### config.mk
export PLATFORM = sky130hd
export DESIGN_NAME = demux4_reg
export DESIGN_NICKNAME = d
export VERILOG_FILES = /design/src/rtl/demux4_reg.sv
export SDC_FILE = /design/constraint.sdc
export NUM_CORES = 1
export LEC_CHECK = 0
export CELL_PAD_IN_SITES_DETAIL_PLACEMENT = 1
export CELL_PAD_IN_SITES_GLOBAL_PLACEMENT = 1
export CORE_ASPECT_RATIO = 1.5
export CORE_MARGIN = 1.5
export CORE_UTILIZATION = 38
export DETAILED_ROUTE_END_ITERATION = 12
export GPL_ROUTABILITY_DRIVEN = 0
export PLACE_DENSITY = 0.93
export SLEW_MARGIN = 20
export SYNTH_ARGS = -nofsm -noshare
export SYNTH_HDL_FRONTEND = slang
export SYNTH_SLANG_ARGS = --single-unit
### constraint.sdc
create_clock -name clk -period 5.27 [get_ports clk]
set_input_delay 1.054 -clock clk [delete_from_list [all_inputs] [get_ports clk]]
set_output_delay 1.054 -clock clk [all_outputs]
set_load 0.02 [all_outputs]
### src/rtl/demux4_reg.sv
// Registered 1-to-4 demultiplexer with valid/ready handshaking.
// One input word is steered by demux4_s into one of four single-entry
// slots. Each slot is drained independently by its own consumer. Input
// ready is pass-through: a full slot can take a new word in the same
// cycle it drains.
module demux4_reg #(
    parameter int WIDTH = 32
) (
    input  logic             clk,
    input  logic             reset,
    input  logic [WIDTH-1:0] demux4_d,
    input  logic [1:0]       demux4_s,
    input  logic             demux4_valid,
    output logic             demux4_ready,
    output logic [WIDTH-1:0] demux4_y0,
    output logic [WIDTH-1:0] demux4_y1,
    output logic [WIDTH-1:0] demux4_y2,
    output logic [WIDTH-1:0] demux4_y3,
    output logic [3:0]       demux4_yvalid,
    input  logic [3:0]       demux4_yready,
    output logic [2:0]       demux4_pending
);

    typedef enum logic {
        SLOT_EMPTY = 1'b0,
        SLOT_FULL  = 1'b1
    } slot_state_e;

    slot_state_e      state_q [4];
    slot_state_e      state_d [4];
    logic [WIDTH-1:0] data_q  [4];
    logic [WIDTH-1:0] data_d  [4];
    logic [2:0]       pending_q;
    logic [2:0]       pending_d;
    logic [3:0]       full;
    logic             acc;

    // Decode slot states into a full-flag vector.
    always_comb begin
        for (int i = 0; i < 4; i++) begin
            full[i] = (state_q[i] == SLOT_FULL);
        end
    end

    // Ready looks only at the selected slot; it never depends on valid.
    // With valid low the select is a don't-care, since acc is then forced low.
    assign demux4_ready = ~full[demux4_s] | demux4_yready[demux4_s];
    assign acc          = demux4_valid & demux4_ready;

    // Per-slot next state: an accept wins over a drain (refill in place),
    // a drain alone empties the slot but keeps the stale data.
    always_comb begin
        for (int i = 0; i < 4; i++) begin
            state_d[i] = state_q[i];
            data_d[i]  = data_q[i];
            if (acc && (demux4_s == 2'(i))) begin
                state_d[i] = SLOT_FULL;
                data_d[i]  = demux4_d;
            end else if (full[i] && demux4_yready[i]) begin
                state_d[i] = SLOT_EMPTY;
            end
        end
    end

    // Occupancy count is the popcount of the next full flags.
    always_comb begin
        pending_d = '0;
        for (int i = 0; i < 4; i++) begin
            pending_d = pending_d + 3'(state_d[i] == SLOT_FULL);
        end
    end

    // State registers; reset discards every held word.
    always_ff @(posedge clk) begin
        if (reset) begin
            for (int i = 0; i < 4; i++) begin
                state_q[i] <= SLOT_EMPTY;
                data_q[i]  <= '0;
            end
            pending_q <= '0;
        end else begin
            for (int i = 0; i < 4; i++) begin
                state_q[i] <= state_d[i];
                data_q[i]  <= data_d[i];
            end
            pending_q <= pending_d;
        end
    end

    assign demux4_y0      = data_q[0];
    assign demux4_y1      = data_q[1];
    assign demux4_y2      = data_q[2];
    assign demux4_y3      = data_q[3];
    assign demux4_yvalid  = full;
    assign demux4_pending = pending_q;

endmodule

==> flow_summary.ini, run 1 <==
[sta]
totalNegativeSetupSlack_ns = 0
slew_headroom_pct = 41.4
final-setup-viol-count = 0
finalHoldViolCount = 0
fmax_mhz = 259
clock-skew-final_ns = 0.00808
fin_ws_ns = 1.41
fin_crit_ns = 3.86
rsz0062_at_grt = false
fin_crit_sh_pct = 73.3
worst_pin_slew_ns = 0.880
drv_slew = 0

[drt]
vias_per_cell = 4.74
wl_per_cell_um = 18.0
firstDrtPassIters = 4
wl_mm = 15.4
detail-route-antenna-nets = 0
drc_errors = 0
route.vias.total = 4045
drt_iter0_markers = 94

[power_and_ir_drop]
swShare_pct = 24.4
power_switching_mw = 0.624
ir_drop_mv = 0.182
pwr-share-clk_pct = 46.6
leakage_nw = 3.33
power_frac_comb_pct = 11.1
power.density_mw_per_mm2 = 326
pwr-share-seq_pct = 42.3
p_int_mw = 1.93

[die]
core_area_mm2 = 0.0140
start_util_pct = 38.7
dieArea_mm2 = 0.0150
io_pins = 177
dieHeight_um = 149
die_x_um = 100
rows = 53

[setup_path]
timing.critical_path.from = demux4_s[0]
cp_cell_sequence = clkdlybuf4s50_1, mux4_2, clkdlybuf4s50_1
worstSetupEndpointType = primary output
slowest_delay_ns = 0.65
rr_worst_depth = 7
timing.rr.start = state_q[0]
required_ns = 4.22
path_class = input port to primary output
crit_buf_inv = 2
r2r-end = demux4_pending[1]
start_kind = input port
path_max_fanout = 7
worstSetupPathDepth = 3
cp_slowest_cell = clkdlybuf4s50_1
cp_top_family = buffers and inverters
cpMostUsedCell = clkdlybuf4s50_1
crit_end = demux4_ready
crit_arrival_ns = 2.81
reg2reg_slack_ns = 2.52

[cells_and_area]
ff_latch_area_mm2 = 0.00270
final_nets = 693
fillers = 1475
multi_input_area_mm2 = 0.00251
mostFrequentLayoutCell = clkdlybuf4s50_1
areaGrowthSynthToFinish_pct = 44.5
mostFrequentLayoutCells = 175 x clkdlybuf4s50_1, 164 x nand2b_1, 135 x dfxtp_1, 128 x mux2i_1, 17 x clkbuf_16
drive_gt1_share_pct = 6.19
antennaDiodeCount = 0

[clock_tree]
cts.path.max_buffers = 2
htree_levels = 4
cts.sink_count = 135
cts_buffers = 17
insertion_delay_ns = 0.41
hold_buffers = 0
clk_pin_slew_ns = 0.06
post_cts_buffers = 0
cts_tree = done
root_buffer = clkbuf_16
ctsResizeCount = 0

[synth]
synth_seq_cells = 135
synth_nets = 532
syn_inst = 488
synth.yosys.seq_area_share_pct = 49.9
yosysUniqueCellTypes = 20
syn_area_mm2 = 0.00542
postSynthAreaPerCell_um2 = 11.1
yosys_warnings = 0

[global_route]
antenna_found_initial = 0
grt_first_pass_wirelength_mm = 23.7
grt.overflow.total = 0
grt_use_total_pct = 20.9
grt_max_degree = 100
grt_pass1_vias = 4447

[run_status]
status = finished clean

[placed_design]
pre_cts_ws_ns = 1.27
dp_hpwl_mm = 10.4
port_buffers = 176

[worst_hold_path]
hold_path_depth = 2
min_path_type = register to register

[run]
max_cap_violations = 0
-- layer usage --
layer / global-route usage (%) / wire [µm] / up-vias
li1: - / - / 1924
met1: 20.1 / 5450 / 1962
met2: 39.4 / 8610 / 122
met3: 6.09 / 774 / 37
met4: 10.8 / 546 / 0
met5: 0 / 0 / -
-- logic make-up (layout without fill, tap and decap cells) --
family                     after synthesis  after routing  share of synthesized area [%]
and+or+nand+nor                        180            180                           20.9
DFF                                    135            135                           49.9
muxes                                  129            129                           24.1
buffers and inverters                   37            211                           3.90
AOI/OAI and AO/OA                        4              4                          0.370
adders and majority gates                3              3                          0.831
-- layout make-up --
class | instances | area share [%]
clock inverter | 13 | 1.85
clock buffer | 19 | 5.79
tap | 192 | 3.07
sequential | 135 | 34.5
multi-input combinational | 316 | 32.0
timing repair buffer | 179 | 22.8
-- Yosys cell counts --
cell type	number	share of area [%]
dfxtp_1	135	50
buf_6	5	1.0
ha_1	2	0.46
or3_1	1	0.12
nor3_4	1	0.30
mux4_2	1	0.42
nand2_1	4	0.28
buf_4	7	0.97
nand2b_4	1	0.25
a21oi_1	4	0.37
nor2b_1	5	0.58
buf_2	7	0.65
mux2i_1	128	24
nand2b_1	164	19
clkbuf_1	18	1.2
and3_1	1	0.12
nand4_1	1	0.12
nand3_1	1	0.092
nand4b_1	1	0.16
fa_1	1	0.37
-- sequential cells by signal, indices dropped and copies added (netlist names) --
signal / flops
data_q: 128
state_q: 4
demux4_pending: 3
-- power groups by stage --
stage	registers, mW	clock network [mW]	logic, mW
3_3_place_gp	1.10	0	0.276
5_1_grt	1.08	1.26	0.301
6_report	1.08	1.19	0.283
2_1_floorplan	1.14	0	0.112
4_1_cts	1.08	1.22	0.288
3_5_place_dp	1.10	0	0.285
-- metrics by stage --
stage	util (%)	hold slack (ns)	area, µm²	total power [mW]	instances
final	56.0	0.477	7830	2.55	854
after floorplan	-	0.498	5420	1.25	488
after CTS	56.0	0.481	7830	2.59	854
after global placement	51.7	0.459	7230	1.37	822
after detailed placement	51.7	0.469	7230	1.39	822
after global routing	56.0	0.493	7830	2.65	854
-- tightest hold or removal path, cell delays in order (launching register included) --
cell	delay, ns
dfxtp_1	0.31
nand2b_1	0.06
mux2i_1	0.06
-- how the worst min path moves through the flow --
stage / from / end
5_1_grt: data_q[1][9] / data_q[1][9]
2_1_floorplan: state_q[0] / state_q[0]
3_3_place_gp: data_q[1][15] / data_q[1][15]
3_5_place_dp: data_q[2][0] / data_q[2][0]
4_1_cts: data_q[2][0] / data_q[2][0]
6_report: data_q[2][0] / data_q[2][0]
(Power assumes the default switching activity.)
==> run 2: changes to the inputs <==
--- a/config.mk
+++ b/config.mk
@@ -9,10 +9,10 @@
 export CELL_PAD_IN_SITES_GLOBAL_PLACEMENT = 1
 export CORE_ASPECT_RATIO = 1.5
 export CORE_MARGIN = 1.5
-export CORE_UTILIZATION = 38
+export CORE_UTILIZATION = 35
 export DETAILED_ROUTE_END_ITERATION = 12
 export GPL_ROUTABILITY_DRIVEN = 0
-export PLACE_DENSITY = 0.93
+export PLACE_DENSITY = 0.88
 export SLEW_MARGIN = 20
 export SYNTH_ARGS = -nofsm -noshare
 export SYNTH_HDL_FRONTEND = slang
==> constraint.sdc (replaced) <==
create_clock -name clk -period 3.6 [get_ports clk]
set_input_delay 0.72 -clock clk [delete_from_list [all_inputs] [get_ports clk]]
set_output_delay 0.72 -clock clk [all_outputs]
set_load 0.02 [all_outputs]
==> flow_summary.ini, run 2 (same netlist as run 1, synthesis figures left out) <==
[sta]
final-setup-viol-count = 0
totalNegativeSetupSlack_ns = 0
fin_crit_sh_pct = 88.2
clock-skew-final_ns = 0.00624
fmax_mhz = 315
drv_slew = 0
slew_headroom_pct = 43.5
finalHoldViolCount = 0
fin_crit_ns = 3.18
rsz0062_at_grt = false
worst_pin_slew_ns = 0.847

[clock_tree]
cts.sink_count = 135
htree_levels = 4
ctsResizeCount = 0
clk_pin_slew_ns = 0.06
post_cts_buffers = 0
insertion_delay_ns = 0.41
cts_buffers = 17
cts.path.max_buffers = 2
hold_buffers = 0
root_buffer = clkbuf_16
cts_tree = done

[power_and_ir_drop]
leakage_nw = 3.37
power.density_mw_per_mm2 = 479
ir_drop_mv = 0.251

[cells_and_area]
final_nets = 697
drive_gt1_share_pct = 6.46
mostFrequentLayoutCell = clkdlybuf4s50_1
largest_reg_flops = 128
areaGrowthSynthToFinish_pct = 45.5
mostFrequentLayoutCells = 175 x clkdlybuf4s50_1, 164 x nand2b_1, 135 x dfxtp_1, 128 x mux2i_1, 17 x clkbuf_16
regMostFlops = data_q
fin_cells = 865
antennaDiodeCount = 0

[setup_path]
r2r-end = demux4_pending[1]
path_class = input port to primary output
reg2reg_slack_ns = 1.40
required_ns = 2.88
path_max_fanout = 7
cp_slowest_cell = clkdlybuf4s50_1
start_kind = input port
cp_top_family = buffers and inverters
rr_worst_depth = 7
timing.rr.start = state_q[0]
crit_arrival_ns = 2.46
cp_cell_sequence = clkdlybuf4s50_1, mux4_2, clkdlybuf4s50_1
slowest_delay_ns = 0.64
crit_buf_inv = 2
cpMostUsedCell = clkdlybuf4s50_1
worstSetupEndpointType = primary output

[placed_design]
dp_hpwl_mm = 10.8
port_buffers = 176
dp.cells = 833

[drt]
detail-route-antenna-nets = 0
drt_iter0_markers = 125
drc_errors = 0
route.vias.total = 4056
wl_per_cell_um = 18.2
firstDrtPassIters = 5
vias_per_cell = 4.69
wl_mm = 15.8

[global_route]
grt_max_degree = 162
antenna_found_initial = 0
grt.overflow.total = 0
grt_use_total_pct = 19.6
grt_first_pass_wirelength_mm = 24.8
grt_pass1_vias = 4583

[worst_hold_path]
hold_path_depth = 2
hold_end = data_q[1][13]
min_path_type = register to register
worstHoldStart = data_q[1][13]

[die]
start_util_pct = 35.8
die_x_um = 105
core_area_mm2 = 0.0151
io_pins = 177
rows = 55
dieArea_mm2 = 0.0162
dieHeight_um = 155

[run_status]
status = finished clean

[run]
max_cap_violations = 0
[run 2: cell count changes in the layout (fill, tap and decap cells not counted)]
cell        delta
clkinv_2       +2
clkinvlp_4     -5
buf_6          +1
clkbuf_1       +2
inv_6          -3
clkinv_4       +3
bufinv_16      +1
buf_4          +3
[run 2: how the worst max path moves through the flow]
stage,end,startpoint,slack (ns),cells after the start
floorplan,demux4_pending[1],demux4_yready[3],0.94,9
global placement,demux4_ready,demux4_s[0],0.47,3
detailed placement,demux4_ready,demux4_s[0],0.42,3
CTS,demux4_ready,demux4_s[0],0.42,3
global route,demux4_ready,demux4_s[0],0.37,3
finish,demux4_ready,demux4_s[0],0.42,3
[run 2: stage by stage]
step	utilization [%]	hold WS, ns	instance area [µm²]	power [mW]	setup slack [ns]
6_report	52.1	0.474	7880	3.77	0.425
2_1_floorplan	-	0.498	5420	1.83	0.942
3_3_place_gp	48.0	0.459	7270	2.02	0.468
5_1_grt	52.1	0.499	7880	3.91	0.372
3_5_place_dp	48.0	0.466	7270	2.03	0.423
4_1_cts	52.0	0.480	7880	3.82	0.422
[run 2: final cells by class]
| cell class | count | area [µm²] |
|---|---|---|
| clock buffers | 21 | 460 |
| well taps | 199 | 249 |
| flip-flops and latches | 135 | 2700 |
| multi-input cells | 316 | 2510 |
| clock inverters | 11 | 148 |
| fillers | 1633 | 7260 |
| repair buffers | 183 | 1820 |
[run 2: routing by layer]
layer	vias to the layer above	GRT usage, %	wire, µm
li1	1935	-	-
met1	1975	19.3	5880
met2	113	38.6	8860
met3	33	4.32	523
met4	0	8.94	497
met5	-	0	0
[run 2: tightest hold or removal path: cells and delay by family, from the launching register on]
kind          cells  cell delay, ns
flops             1            0.31
simple gates      1            0.06
mux               1            0.06
[run 2: power breakdown]
| group | internal, mW | switching [mW] | total [mW] |
|---|---|---|---|
| logic | 0.212 | 0.208 | 0.420 |
| registers | 1.55 | 0.0307 | 1.58 |
| clock network | 1.13 | 0.647 | 1.77 |
==> RTL change (config.mk and constraints of run 1) <==
Change the parameter `WIDTH` from 32 to 16.
--- a/src/rtl/demux4_reg.sv
+++ b/src/rtl/demux4_reg.sv
@@ -4,7 +4,7 @@
 // ready is pass-through: a full slot can take a new word in the same
 // cycle it drains.
 module demux4_reg #(
-    parameter int WIDTH = 32
+    parameter int WIDTH = 16
 ) (
     input  logic             clk,
     input  logic             reset,
Interface: changed (5 resized); port bits go from 177 to 97. No check against the original RTL was run, so the function may have changed too.
==> RTL change against run 1 <==
  * Via count shrank 47%
  * Worst setup slack improved by 79 ps
  * Clock skew grew 0.96 ps
  * Sequential cell count shrank 64
  * Cell area is 48% lower
  * Synthesized area is 47% lower
  * Total power shrank 56%
  * Routed wire length decreased by 52%
  * Critical endpoint unchanged
  * Largest cell class unchanged
==> RTL change: results (changes against run 1) <==
status:
  outcome: "finished clean"
drt:
  drt-initial-drc-count: 63  # -33%
  drt_wl_total_mm: 7.35  # -52%
  num_vias: 2152  # -47%
  detail_route.first_pass.iterations: 4  # unchanged
synthesis:
  synth_edf_count: 0  # unchanged
  synthTopCellsByArea: "sky130_fd_sc_hd__dfxtp_1 49%, sky130_fd_sc_hd__mux2i_1 22%, sky130_fd_sc_hd__nand2b_1 18%"
  synth_nets: 290  # -45%
  synth-warning-count: 0  # unchanged
  yosysSeqAreaShare_pct: 49.1  # -0.83 points
  netlist-cell-type-count: 20  # unchanged
  synth_commonest_cells: "84 x sky130_fd_sc_hd__nand2b_1, 71 x sky130_fd_sc_hd__dfxtp_1, 64 x sky130_fd_sc_hd__mux2i_1"
  gate_count_of_the_mapped_netlist: 262  # -46%
  asyncSetResetFlopFracSynth_pct: 0  # unchanged
placement:
  buffer_ports.inserted: 96  # -45%
  placed_cell_area_um2: 3870  # -46%
  placed_wire_length_estimate_mm: 5.20  # -50%
  numPlacedInstances: 440  # -46%
cts:
  maximum_clock_insertion_buffer_count: 2  # unchanged
  worstSkewPairLatency_ps: 340  # -70 ps
  ctsHtreeMaxLevel: 3  # -1
  post_cts_resize_count: 0  # unchanged
  clk_root_buffer_cell: "sky130_fd_sc_hd__clkbuf_8"
  postCtsSetupRepairBufs: 0  # unchanged
  clk_pin_slew_ps: 70
  cts-buffers-inserted: 9  # -8
worst_setup_path:
  cp.arrival_ps: 2730  # -80 ps
  critPathMaxFanout: 7  # unchanged
  worst-r2r-cell-count: 7  # unchanged
global_routing:
  globalRouteTotalUtil_pct: 18.9  # -2.0 points
  grt_antenna_before_repair: 0  # unchanged
  grt_max_degree: 88  # -12%
  grt_pass1_wl_mm: 11.5  # -52%
  first_global_vias: 2293  # -48%
hold_path:
  holdCritPathClass: "reg2reg"
sta:
  maxSlewHeadroom_pct: 44.6  # +3.2 points
  fin_worst_skew_ps: 9.04  # +0.956 ps
power:
  worst_vdd_rail_ir_drop_mv: 0.164  # -9.8%
  leakage_power_nw: 1.73  # -48%
finish:
  largest_register_ff_count: 64  # -50%
  finalNonFillerCells: 456  # -47%
  insertedDiodeCount: 0  # unchanged
  final_net_count: 379  # -45%
  drive_gt1_share_pct: 6.18  # -0.014 points
  top_register: "data_q"
[RTL change: worst max-delay path: stages]
cell and delay (ps):
sky130_fd_sc_hd__clkdlybuf4s50_1 590, sky130_fd_sc_hd__mux4_2 530, sky130_fd_sc_hd__clkdlybuf4s50_1 550
[RTL change: layout make-up]
type / count / area, um2
fillers: 829 / 3270
multi-input cells: 170 / 1350
well taps: 100 / 125
repair buffers: 99 / 978
clock inverters: 5 / 32.5
clock buffers: 11 / 151
flip-flops and latches: 71 / 1420
[RTL change: power breakdown]
| part | total, mW | leakage (nW) | internal (mW) | switching, mW |
|---|---|---|---|---|
| registers | 0.567 | 0.577 | 0.556 | 0.0105 |
| logic | 0.153 | 1.07 | 0.0793 | 0.0741 |
| clock network | 0.400 | 0.0873 | 0.195 | 0.205 |
[RTL change: worst paths after layout]
check | from | endpoint | slack (ps)
min reg2reg | data_q[3][0] | data_q[3][0] | 480
min | data_q[3][0] | data_q[3][0] | 480
max | demux4_s[0] | demux4_ready | 1490
max reg2reg | state_q[2] | demux4_pending[1] | 2820
[RTL change: kinds of logic (layout without fill, tap and decap cells)]
group                    count (synthesis)  in the layout  share of synthesized area [%]
adder cells (fa/ha/maj)                  3              3                           1.55
buffers and inverters                   21            115                           4.53
flip-flops                              71             71                           49.0
AO/OA/AOI/OAI                            4              4                          0.691
AND/OR/NAND/NOR                         98             98                           21.3
multiplexers                            65             65                           22.9
[RTL change: routing by layer]
layer	up-vias	share of wire (%)	wire, um	global-route usage [%]
li1	1040	-	-	-
met1	1034	39	2840	19.9
met2	66	54	3970	34.0
met3	12	4.9	358	3.76
met4	0	2.5	182	10.8
met5	-	0	0	0
[RTL change: metrics by stage]
| stage | hold slack [ps] | util [%] |
|---|---|---|
| final | 480 | 55.4 |
| after global routing | 500 | 55.4 |
| after CTS | 483 | 55.4 |
| after detailed placement | 469 | 52.9 |
| after global placement | 460 | 52.9 |
| after floorplan | 512 | - |
